$ cat src/rtl/single_port_lutram_ctrl.sv
// Zero-sweeps the single-port LUTRAM after reset, then arbitrates write/read requests onto its port.
// Read response 1 cycle after acceptance, held until ack; define LUTRAM_CTRL_READ_PRIORITY_EN for read-wins arbitration.
module single_port_lutram_ctrl #(
  parameter int SINGLE_ELEMENT_SIZE_IN_BITS = 64,
  parameter int NUMBER_SETS                 = 64,
  parameter int SET_PTR_WIDTH_IN_BITS       = $clog2(NUMBER_SETS)
) (
  input  logic                                   clk_in,
  input  logic                                   reset_in,
  output logic                                   init_done_out,
  input  logic                                   write_valid_in,
  output logic                                   write_ready_out,
  input  logic [SET_PTR_WIDTH_IN_BITS-1:0]       write_set_addr_in,
  input  logic [SINGLE_ELEMENT_SIZE_IN_BITS-1:0] write_element_in,
  input  logic                                   read_valid_in,
  output logic                                   read_ready_out,
  input  logic [SET_PTR_WIDTH_IN_BITS-1:0]       read_set_addr_in,
  output logic                                   read_resp_valid_out,
  input  logic                                   read_resp_ack_in,
  output logic [SINGLE_ELEMENT_SIZE_IN_BITS-1:0] read_resp_element_out,
  output logic                                   lutram_access_en_out,
  output logic                                   lutram_write_en_out,
  output logic [SET_PTR_WIDTH_IN_BITS-1:0]       lutram_set_addr_out,
  output logic [SINGLE_ELEMENT_SIZE_IN_BITS-1:0] lutram_write_element_out,
  input  logic [SINGLE_ELEMENT_SIZE_IN_BITS-1:0] lutram_read_element_in
);

  typedef enum logic {ST_INIT, ST_RUN} state_t;

  localparam logic [SET_PTR_WIDTH_IN_BITS-1:0] LAST_SET = SET_PTR_WIDTH_IN_BITS'(NUMBER_SETS - 1);

  state_t                                 state_q, state_d;
  logic [SET_PTR_WIDTH_IN_BITS-1:0]       sweep_ptr_q, sweep_ptr_d;
  logic                                   init_done_q, init_done_d;
  logic                                   resp_vld_q, resp_vld_d;
  logic [SINGLE_ELEMENT_SIZE_IN_BITS-1:0] resp_dat_q, resp_dat_d;
  logic                                   slot_free;
  logic                                   wr_gnt;
  logic                                   rd_gnt;

  // A response slot frees up in the same cycle it is acked, so reads can stream back-to-back.
  always_comb begin
    slot_free = !resp_vld_q || read_resp_ack_in;
`ifdef LUTRAM_CTRL_READ_PRIORITY_EN
    rd_gnt = (state_q == ST_RUN) && read_valid_in && slot_free;
    wr_gnt = (state_q == ST_RUN) && write_valid_in && !rd_gnt;
`else
    wr_gnt = (state_q == ST_RUN) && write_valid_in;
    rd_gnt = (state_q == ST_RUN) && read_valid_in && !write_valid_in && slot_free;
`endif
  end

  always_comb begin
    lutram_access_en_out     = 1'b0;
    lutram_write_en_out      = 1'b0;
    lutram_set_addr_out      = '0;
    lutram_write_element_out = '0;
    if (state_q == ST_INIT) begin
      lutram_access_en_out = 1'b1;
      lutram_write_en_out  = 1'b1;
      lutram_set_addr_out  = sweep_ptr_q;
    end else if (wr_gnt) begin
      lutram_access_en_out     = 1'b1;
      lutram_write_en_out      = 1'b1;
      lutram_set_addr_out      = write_set_addr_in;
      lutram_write_element_out = write_element_in;
    end else if (rd_gnt) begin
      lutram_access_en_out = 1'b1;
      lutram_set_addr_out  = read_set_addr_in;
    end
  end

  always_comb begin
    state_d     = state_q;
    sweep_ptr_d = sweep_ptr_q;
    init_done_d = init_done_q;
    resp_vld_d  = resp_vld_q;
    resp_dat_d  = resp_dat_q;
    if (state_q == ST_INIT) begin
      sweep_ptr_d = sweep_ptr_q + 1'b1;
      // Terminal compare against the last set keeps non-power-of-two arrays in range.
      if (sweep_ptr_q == LAST_SET) begin
        state_d     = ST_RUN;
        init_done_d = 1'b1;
        sweep_ptr_d = '0;
      end
    end
    if (rd_gnt) begin
      resp_vld_d = 1'b1;
      resp_dat_d = lutram_read_element_in;
    end else if (read_resp_ack_in) begin
      resp_vld_d = 1'b0;
    end
  end

  always_ff @(posedge clk_in or posedge reset_in) begin
    if (reset_in) begin
      state_q     <= ST_INIT;
      sweep_ptr_q <= '0;
      init_done_q <= 1'b0;
      resp_vld_q  <= 1'b0;
      resp_dat_q  <= '0;
    end else begin
      state_q     <= state_d;
      sweep_ptr_q <= sweep_ptr_d;
      init_done_q <= init_done_d;
      resp_vld_q  <= resp_vld_d;
      resp_dat_q  <= resp_dat_d;
    end
  end

  assign init_done_out         = init_done_q;
  assign write_ready_out       = wr_gnt;
  assign read_ready_out        = rd_gnt;
  assign read_resp_valid_out   = resp_vld_q;
  assign read_resp_element_out = resp_dat_q;

endmodule

$ cat config.mk
export PLATFORM = sky130hd
export DESIGN_NAME = single_port_lutram_ctrl
export DESIGN_NICKNAME = d
export VERILOG_FILES = /design/src/rtl/single_port_lutram_ctrl.sv
export SDC_FILE = /design/constraint.sdc
export NUM_CORES = 1
export LEC_CHECK = 0
export ABC_AREA = 1
export ABC_CLOCK_PERIOD_IN_PS = 3350
export CAP_MARGIN = 20
export CORE_AREA = 2 2 110 112
export CTS_CLUSTER_SIZE = 10
export DETAILED_ROUTE_END_ITERATION = 7
export DIE_AREA = 0 0 112 114
export DONT_BUFFER_PORTS = 1
export SYNTH_ARGS = -nofsm -noshare
export SYNTH_HDL_FRONTEND = slang
export SYNTH_SLANG_ARGS = --single-unit
$ cat constraint.sdc
create_clock -name clk_in -period 3.35 [get_ports clk_in]
set_clock_uncertainty 0.2 [all_clocks]
set_input_delay 0.5025 -clock clk_in [delete_from_list [all_inputs] [get_ports clk_in]]
set_output_delay 0.5025 -clock clk_in [all_outputs]
set_load 0.02 [all_outputs]
==> results.md, run 1 <==
- Pwr Total: 1940 uW
- Final Max Tran Viols: 0
- Pre-antenna DRT Iters: 4
- Synth Cell Area: about 3500 um2
- Die Y: 114 um
- Via/cell ratio: between 4 and 5
- Syn_area_per_cell: 7.17 um2
- Leak: between 0.002 and 0.0025 uW
- Total GRT Usage: around an eighth
- Final #Nets: 626
- GPL Wtd Cong: about 0.80
- Cell Rows: 40
- Final setup viols: 0
- Initial core utilization: between 20% and 30%
- Cts repair resizes: 0
- WP data arrival: ~1.8 ns
- GRT overflow: 0
- Placed Area: 3580 um2
- Area delta synth->final: 11.8%
- Max-Cap Viols: 0
- Drt wl/cell: 14.4 um
- Most common cell after layout, fill and taps aside: nand2_1
- Most frequent cells in the layout: nand2_1, inv_1, nor2_1, dfrtp_1, nand3_1
- Post-synth EDFFs: 0
- Drt initial violations: about 220
- Total number of H-tree levels: 3
- Maximum root-to-sink buffer count: 2
- Clock Latency Late Sink: 0.32 ns
- Worst-path cell chain: nand2_2, buf_4, nor2_1
- Synthesized flop and latch total: 73
- Hold buffer count at CTS: 0
- Die width: 112 um
- Status: completed
- Largest net degree at the start of global routing: 74
- Unrepaired setup endpoints after global routing: false
- Die Outline Area: 12800 um2
- Worst-path clk slew: 0.06 ns
- Max FO, Critical Path: 46
- Layout cells sized above 1: a little over 5%
- Period utilization: 75.3%
- Cell variety after synth: 17
- I/O pins: 285
- Max stage delay on crit path: 0.50 ns
- Nature of the critical path startpoint: flip-flop
- Pwr/cell area: a little under 500 nW/um2
- Ys Warns: 0
- Vias in the first global route: 2633
- Post-route ant nets: 0
- # diodes: 0
- Detailed-route DRC error count: 0
- CTS root buffer: clkbuf_16
- Worst hold stages: 1
- Ys async rst share: 100%
- Via count: 2904
- Setup WS pre-CTS: 1.19 ns
- Setup TNS: 0 ns
- Syn Nets: 633
- Min Tclk post-route: 2.52 ns
- Cells after Synth: 487
- DPL Wire Length: 6.75 mm
- Postcts setup bufs: 0
- Slowest cell on crit path: dfrtp_1
- Critical Path Sink Type: output pin
- IO Port Bufs: 0
- Post-Route WL: 9.08 mm
- Sink Count: 73
- Worst Path Class, Setup: flip-flop to output pin
- Area occupied by multi-input gates: 1240 um2
- Num CTS Buffers: 9
- Slew headroom: about two fifths
- Hold crit path type: primary input to flip-flop
- Fmax: 396 MHz
- Reg2reg path depth: 7
- CTS tree: built
- Register area: 1830 um2
- Worst setup margin: 0.827 ns
- Max VDD drop: 0.276 mV
- Core area: ~12000 um2
- Top_reg_cell synth: dfrtp_1
- Slew @ Worst Pin: 0.911 ns
- Register area share after synthesis: 52.3%
- Final-layout fill cell count: 1221
- Design Area, Final: 3900 um2
- First-pass GRT wire length: approximately 13 mm
- Initial antenna violation count: 0
- Final hold violation count: 0
- WP data required: 2.65 ns
==> registers in the layout, summed over array words and instances (netlist names) <==
| signal | count |
|---|---|
| state_q | 1 |
| read_resp_valid_out | 1 |
| init_done_out | 1 |
| read_resp_element_out | 64 |
| sweep_ptr_q | 6 |
==> cell usage after synthesis, types with 3 or more instances <==
cell      number  area share [%]
buf_2         14             2.0
dfrtp_1       73              52
clkbuf_1       3            0.32
buf_6          5             1.6
nand3_1       12             1.7
nor2_1        73             7.8
inv_1         74             8.0
nand2_1      224              24
==> metrics by stage <==
step / util, % / hold WS [ns] / instances
global placement: 30.6 / 0.337 / 616
floorplan: - / 0.291 / 487
finish: 33.3 / 0.0850 / 632
detailed placement: 30.6 / 0.349 / 616
global route: 33.3 / 0.0739 / 632
CTS: 33.3 / 0.0683 / 632
==> logic make-up after synthesis <==
group	Yosys count	synth area share [%]
simple gates	312	34.5
compound gates	1	0.143
fa+ha+maj	1	0.358
flops	73	52.3
buf+inv	98	12.2
xor+xnor	2	0.502
==> where the power goes <==
part	switching (uW)	total, uW	internal, uW
Sequential	0.0000000000000684	882	882
Combinational	30.5	38.2	7.64
Clock	365	1020	654
Total	396	1940	1540
==> final cells by class <==
class | instances | area share (%)
flip-flops and latches | 73 | 46.8
clock inverters | 6 | 2.31
well taps | 147 | 4.71
inverters | 75 | 7.21
repair buffers | 5 | 1.28
clock buffers | 10 | 5.87
multi-input cells | 316 | 31.8
==> per-layer routing <==
layer	global-route usage [%]	up-vias	routed length, um
met5	0	-	0
met4	5.61	0	170
met3	4.14	14	991
met2	20.5	189	4200
met1	17.4	1319	3720
li1	-	1382	-
==> worst max-delay path: cells and delay by family (launching register included) <==
family                 cells  cell delay (ns)
AND/OR/NAND/NOR            2             0.64
buffers and inverters      1             0.34
flip-flops                 1             0.50
==> final timing paths <==
check / start / to / slack (ns)
min in group asynchronous: reset_in / read_resp_element_out[47] / 0.15
max: state_q / lutram_write_element_out[48] / 0.83
max in group asynchronous: reset_in / init_done_out / 2.22
min: read_resp_ack_in / read_resp_valid_out / 0.09
min reg2reg: sweep_ptr_q[1] / sweep_ptr_q[1] / 0.36
max reg2reg: read_resp_valid_out / read_resp_element_out[1] / 1.40
Power figures use the tool's default switching activity.
==> inputs of run 2 (changes only) <==
--- a/config.mk
+++ b/config.mk
@@ -6,7 +6,7 @@
 export NUM_CORES = 1
 export LEC_CHECK = 0
 export ABC_AREA = 1
-export ABC_CLOCK_PERIOD_IN_PS = 3350
+export ABC_CLOCK_PERIOD_IN_PS = 2400
 export CAP_MARGIN = 20
 export CORE_AREA = 2 2 110 112
 export CTS_CLUSTER_SIZE = 10
==> constraint.sdc (replaced) <==
create_clock -name clk_in -period 2.4 [get_ports clk_in]
set_clock_uncertainty 0.2 [all_clocks]
set_input_delay 0.36 -clock clk_in [delete_from_list [all_inputs] [get_ports clk_in]]
set_output_delay 0.36 -clock clk_in [all_outputs]
set_load 0.02 [all_outputs]
==> run 2 against run 1 <==
Net effect: cell area grew 32%; register-to-register slack lost 0.81 ns; sequential share of layout area shrank 11 points; power grew 50%; critical path type unchanged; largest cell class unchanged.
==> results.md, run 2 (synthesized netlist as in run 1, its figures left out) <==
- Slew headroom: 56.4%
- CTS tree: built
- Worst-path cell chain: nand3_2, nor2_4, inv_2, nand3_1, buf_4
- Most common cell after layout, fill and taps aside: nand2_1
- Max FO, Critical Path: 22
- GRT overflow: 0
- Num CTS Buffers: 9
- Leak: 0.00306 uW
- Nature of the critical path startpoint: flip-flop
- WP data required: between 1.5 and 2 ns
- Max-Cap Viols: 0
- Hold buffer count at CTS: 66
- Critical Path Sink Type: output pin
- I/O pins: 285
- Switching Fraction: 19.7%
- Most frequent cells in the layout: nand2_1, inv_1, nor2_1, dfrtp_1, buf_4
- Initial core utilization: between 20% and 30%
- Drt initial violations: 223
- Unrepaired setup endpoints after global routing: false
- Worst-path clk slew: about 0.06 ns
- CTS root buffer: clkbuf_16
- Postcts setup bufs: 0
- Total number of H-tree levels: 3
- Via count: 3412
- Pre-antenna DRT Iters: 4
- Detailed-route DRC error count: 0
- Clock Latency Late Sink: 0.32 ns
- Final setup viols: 0
- Largest net degree at the start of global routing: 65
- Final Max Tran Viols: 0
- Psw: 573 uW
- Slew @ Worst Pin: 0.652 ns
- Clk pwr share: 52.5%
- IO Port Bufs: 0
- DPL Wire Length: between 8 and 9 mm
- Post-route ant nets: 0
- Max stage delay on crit path: 0.49 ns
- Internal: 2330 uW
- Slowest cell on crit path: dfrtp_1
- WP data arrival: 1.71 ns
- Via/cell ratio: 4.44
- GPL Wtd Cong: 0.800
- Setup WS pre-CTS: 0.478 ns
- Max VDD drop: 0.573 mV
- Sink Count: 73
- Core area: 11700 um2
- Period utilization: 94.4%
- Area delta synth->final: 47.1%
- Max reg flops: 64
- Maximum root-to-sink buffer count: 2
- Initial antenna violation count: 1
- Post-Route WL: 11.4 mm
- Final #Nets: about 760
- Pwr/cell area: around 570 nW/um2
- Hold crit path type: primary input to flip-flop
- Total GRT Usage: between 10% and 20%
- Vias in the first global route: 3304
- Worst setup margin: 0.135 ns
- Cell Rows: 40
- First-pass GRT wire length: 16.9 mm
- Worst Path Class, Setup: flip-flop to output pin
- Status: completed
- Die Outline Area: roughly 13000 um2
- Final hold violation count: 0
- Die Y: 114 um
- Fmax: 441 MHz
- Min Tclk post-route: 2.27 ns
- Cts repair resizes: 0
- Setup TNS: 0 ns
- Drt wl/cell: 14.8 um
- Pwr Total: 2910 uW
- Die width: approximately 110 um
- Combinational Power Share: under 10%
- Flop pwr share: a little over two fifths
- Final-layout fill cell count: roughly 1100
- Layout cells sized above 1: 15.3%
## run 2: cell count changes in the layout (fill, tap and decap cells not counted), sizes merged
cell	before	now
diode	0	1
inv	76	75
clkbuf	10	9
dlygate4sd3	0	66
buf	5	74
clkinv	2	3
bufinv	2	3
## run 2: power groups by stage
stage	logic (uW)	clock network, uW	registers (uW)
finish	148	1530	1230
CTS	149	1580	1230
global route	163	1620	1230
global placement	58.9	0	1250
floorplan	38.8	0	1250
detailed placement	59.7	0	1250
## run 2: path summary, 6_finish.rpt
path / from / endpoint / slack, ns / cells after the start
max: state_q / lutram_access_en_out / 0.13 / 5
min: read_valid_in / read_resp_valid_out / 0.03 / 2
max reg2reg: state_q / read_resp_element_out[16] / 0.59 / 6
min reg2reg: sweep_ptr_q[1] / sweep_ptr_q[1] / 0.35 / 2
max in group asynchronous: reset_in / read_resp_element_out[26] / 0.95 / 3
min in group asynchronous: reset_in / read_resp_element_out[52] / 0.40 / 2
## run 2: through the flow
step	utilization [%]	cell area [um2]	cells	hold WS (ns)
after floorplan	-	3500	487	0.256
after global placement	35.3	4130	685	0.155
after detailed placement	35.3	4130	685	0.154
after CTS	43.8	5130	767	0.0244
after global routing	43.9	5140	768	0.0265
final	43.9	5140	768	0.0346
## run 2: routing by layer
layer  wire, um  share of wire (%)  global-route usage [%]
met5          0                  0                       0
met4        190                1.7                    6.10
met3        879                7.7                    4.14
met1       4550                 40                    20.4
met2       5760                 51                    29.2
## run 2: worst max-delay path, delay by kind of cell, from the launching register on
family                 cells  cell delay, ns
buffers and inverters      2            0.52
flip-flops                 1            0.49
AND/OR/NAND/NOR            3            0.36
## run 2: layout make-up
| type | instances | area [um2] | area share, % |
|---|---|---|---|
| flip-flops and latches | 73 | 1830 | 35.6 |
| repair buffers | 140 | 1250 | 24.4 |
| multi-input cells | 316 | 1240 | 24.2 |
| inverters | 75 | 285 | 5.55 |
| clock buffers | 9 | 225 | 4.38 |
| well taps | 147 | 184 | 3.58 |
| clock inverters | 7 | 118 | 2.29 |
| diodes | 1 | 2.50 | 0.0487 |
==> inputs of run 3 (changes only) <==
--- a/config.mk
+++ b/config.mk
@@ -8,10 +8,10 @@
 export ABC_AREA = 1
 export ABC_CLOCK_PERIOD_IN_PS = 2400
 export CAP_MARGIN = 20
-export CORE_AREA = 2 2 110 112
+export CORE_AREA = 3 3 111 113
 export CTS_CLUSTER_SIZE = 10
 export DETAILED_ROUTE_END_ITERATION = 7
-export DIE_AREA = 0 0 112 114
+export DIE_AREA = 0 0 114 116
 export DONT_BUFFER_PORTS = 1
 export SYNTH_ARGS = -nofsm -noshare
 export SYNTH_HDL_FRONTEND = slang
==> run 3 against run 2 <==
Net effect: count of clock-buffer cells in the layout is 4 higher; first-iteration DRC count is 47% higher; global-route usage is 1.8 points higher; wire length is 17% higher; critical path depth is 1 higher; highest routed layer is now met5; largest power group unchanged; cell count is 0.13% higher; non-clock buffer count up 6; register-to-register slack lost 0.04 ns; utilization up 1.4 points; sequential power hardly changed; die area grew 3.6%.
==> results.md, run 3 (synthesized netlist as in run 1, its figures left out) <==
- Final-layout fill cell count: 1089
- Most common cell after layout, fill and taps aside: nand2_1
- Max stage delay on crit path: about 0.47 ns
- Total number of H-tree levels: 3
- Detailed-route DRC error count: 0
- Final Util: 45.2%
- Nature of the critical path startpoint: flip-flop
- GPL Wtd Cong: 0.781
- GRT overflow: 0
- DPL Wire Length: 9.79 mm
- Maximum root-to-sink buffer count: 2
- Worst-path cell chain: nand2_2, buf_12, clkinvlp_4, buf_12, nand2_1, nand3b_1
- Min Tclk post-route: roughly 2.3 ns
- Max-Cap Viols: 0
- Die Outline Area: ~13000 um2
- Reg2reg path depth: 8
- Initial core utilization: 30.6%
- Initial antenna violation count: 1
- Max VDD drop: 0.458 mV
- Most frequent cells in the layout: nand2_1, buf_4, nor2_1, inv_1, dfrtp_1
- Status: completed
- Area delta synth->final: 47.9%
- Unrepaired setup endpoints after global routing: false
- Pwr/cell area: 521 nW/um2
- FF-to-FF Start: read_resp_valid_out
- CTS tree: built
- Total GRT Usage: between 10% and 20%
- Pre-antenna DRT Iters: 5
- Num CTS Buffers: 9
- Drt wl/cell: 17.3 um
- Post-Route WL: 13.3 mm
- I/O pins: around 290
- Setup TNS: 0 ns
- Setup WS pre-CTS: 0.349 ns
- Die width: around 110 um
- WHS Endpoint: read_resp_valid_out
- # diodes: 0
- First-pass GRT wire length: 18.4 mm
- Period utilization: 96.2%
- Max reg flops: 64
- Slowest cell on crit path: dfrtp_2
- Slew headroom: 59.1%
- Final hold violation count: 0
- Final Max Tran Viols: 0
- Crit Reg-Reg Endpoint: read_resp_element_out[46]
- Hold crit path type: primary input to flip-flop
- WP data required: 1.84 ns
- Sink Count: 73
- Hold_sp: read_valid_in
- CTS root buffer: clkbuf_16
- Core area: roughly 11000 um2
- Worst-path clk slew: roughly 0.050 ns
- WP data arrival: 1.75 ns
- Cell Rows: 39
- Layout cells sized above 1: approximately 16%
- Fmax: 433 MHz
- Worst hold stages: 2
- IO Port Bufs: 0
- Drt initial violations: 327
- Max FO, Critical Path: 33
- Largest net degree at the start of global routing: 66
- Flop-to-flop setup slack: 0.55 ns
- Post-route ant nets: 0
- Worst setup margin: 0.0901 ns
- Slew @ Worst Pin: a little over 0.6 ns
- CP startpoint: state_q
- Most Frequent Cell on Critical Path: buf_12
- Vias in the first global route: 3411
- Critical Path Sink Type: output pin
- Leak: 0.00308 uW
- Final #Nets: between 700 and 800
- Clock Latency Late Sink: 0.33 ns
- Worst Path Class, Setup: flip-flop to output pin
- Final setup viols: 0
- Via count: 3513
- Die Y: approximately 120 um
- Via/cell ratio: ~4.6
==> run 3: stage by stage <==
stage	total power, uW	hold slack, ns	instances	instance area [um2]
after floorplan	1290	0.256	487	3500
after global placement	1310	0.124	682	4130
after detailed placement	1310	0.134	682	4130
after CTS	2730	0.0140	765	5110
after global routing	2790	0.0238	769	5170
final	2690	0.0297	769	5170
==> run 3: where the power goes <==
group               switching, uW  internal, uW
sequential     0.0000000000000769          1230
combinational                67.3          84.7
clock                         477           830
==> run 3: critical path: cells and delay by family, from the launching register on <==
kind	cells	cell delay, ns
buffers and inverters	3	0.50
AND/OR/NAND/NOR	3	0.43
flip-flops	1	0.47
==> run 3: what timing repair did <==
action,4_1_cts,5_1_grt
endpoints found under the hold margin,91,0
hold buffers,66,0
endpoints found under the setup margin,2,7
cloned,0,1
pin swaps,0,1
buffers inserted,1,3
gates resized for setup,2,2
==> run 3: worst max path at each step <==
stage | to | slack [ns] | depth (start not counted)
final | lutram_set_addr_out[5] | 0.09 | 6
after global routing | lutram_set_addr_out[5] | 0.008 | 6
after CTS | lutram_set_addr_out[5] | 0.02 | 6
after detailed placement | lutram_set_addr_out[5] | 0.35 | 5
after global placement | lutram_set_addr_out[5] | 0.40 | 5
after floorplan | lutram_access_en_out | 0.52 | 7
==> run 3: cell type report <==
class	instances	area, um2	area share, %
multi-input cells	316	1250	24.2
inverters	75	289	5.59
clock inverters	3	40.0	0.775
well taps	143	179	3.46
clock buffers	13	250	4.84
flip-flops and latches	73	1830	35.4
repair buffers	146	1330	25.7
==> run 3: routing by layer <==
| layer | share of wire [%] | wire [um] | vias to the layer above | track usage (%) |
|---|---|---|---|---|
| li1 | - | - | 1660 | - |
| met1 | 40 | 5370 | 1607 | 25.2 |
| met2 | 46 | 6080 | 218 | 26.9 |
| met3 | 12 | 1570 | 26 | 7.15 |
| met4 | 2.1 | 279 | 2 | 6.97 |
| met5 | 0.098 | 13 | - | 0 |
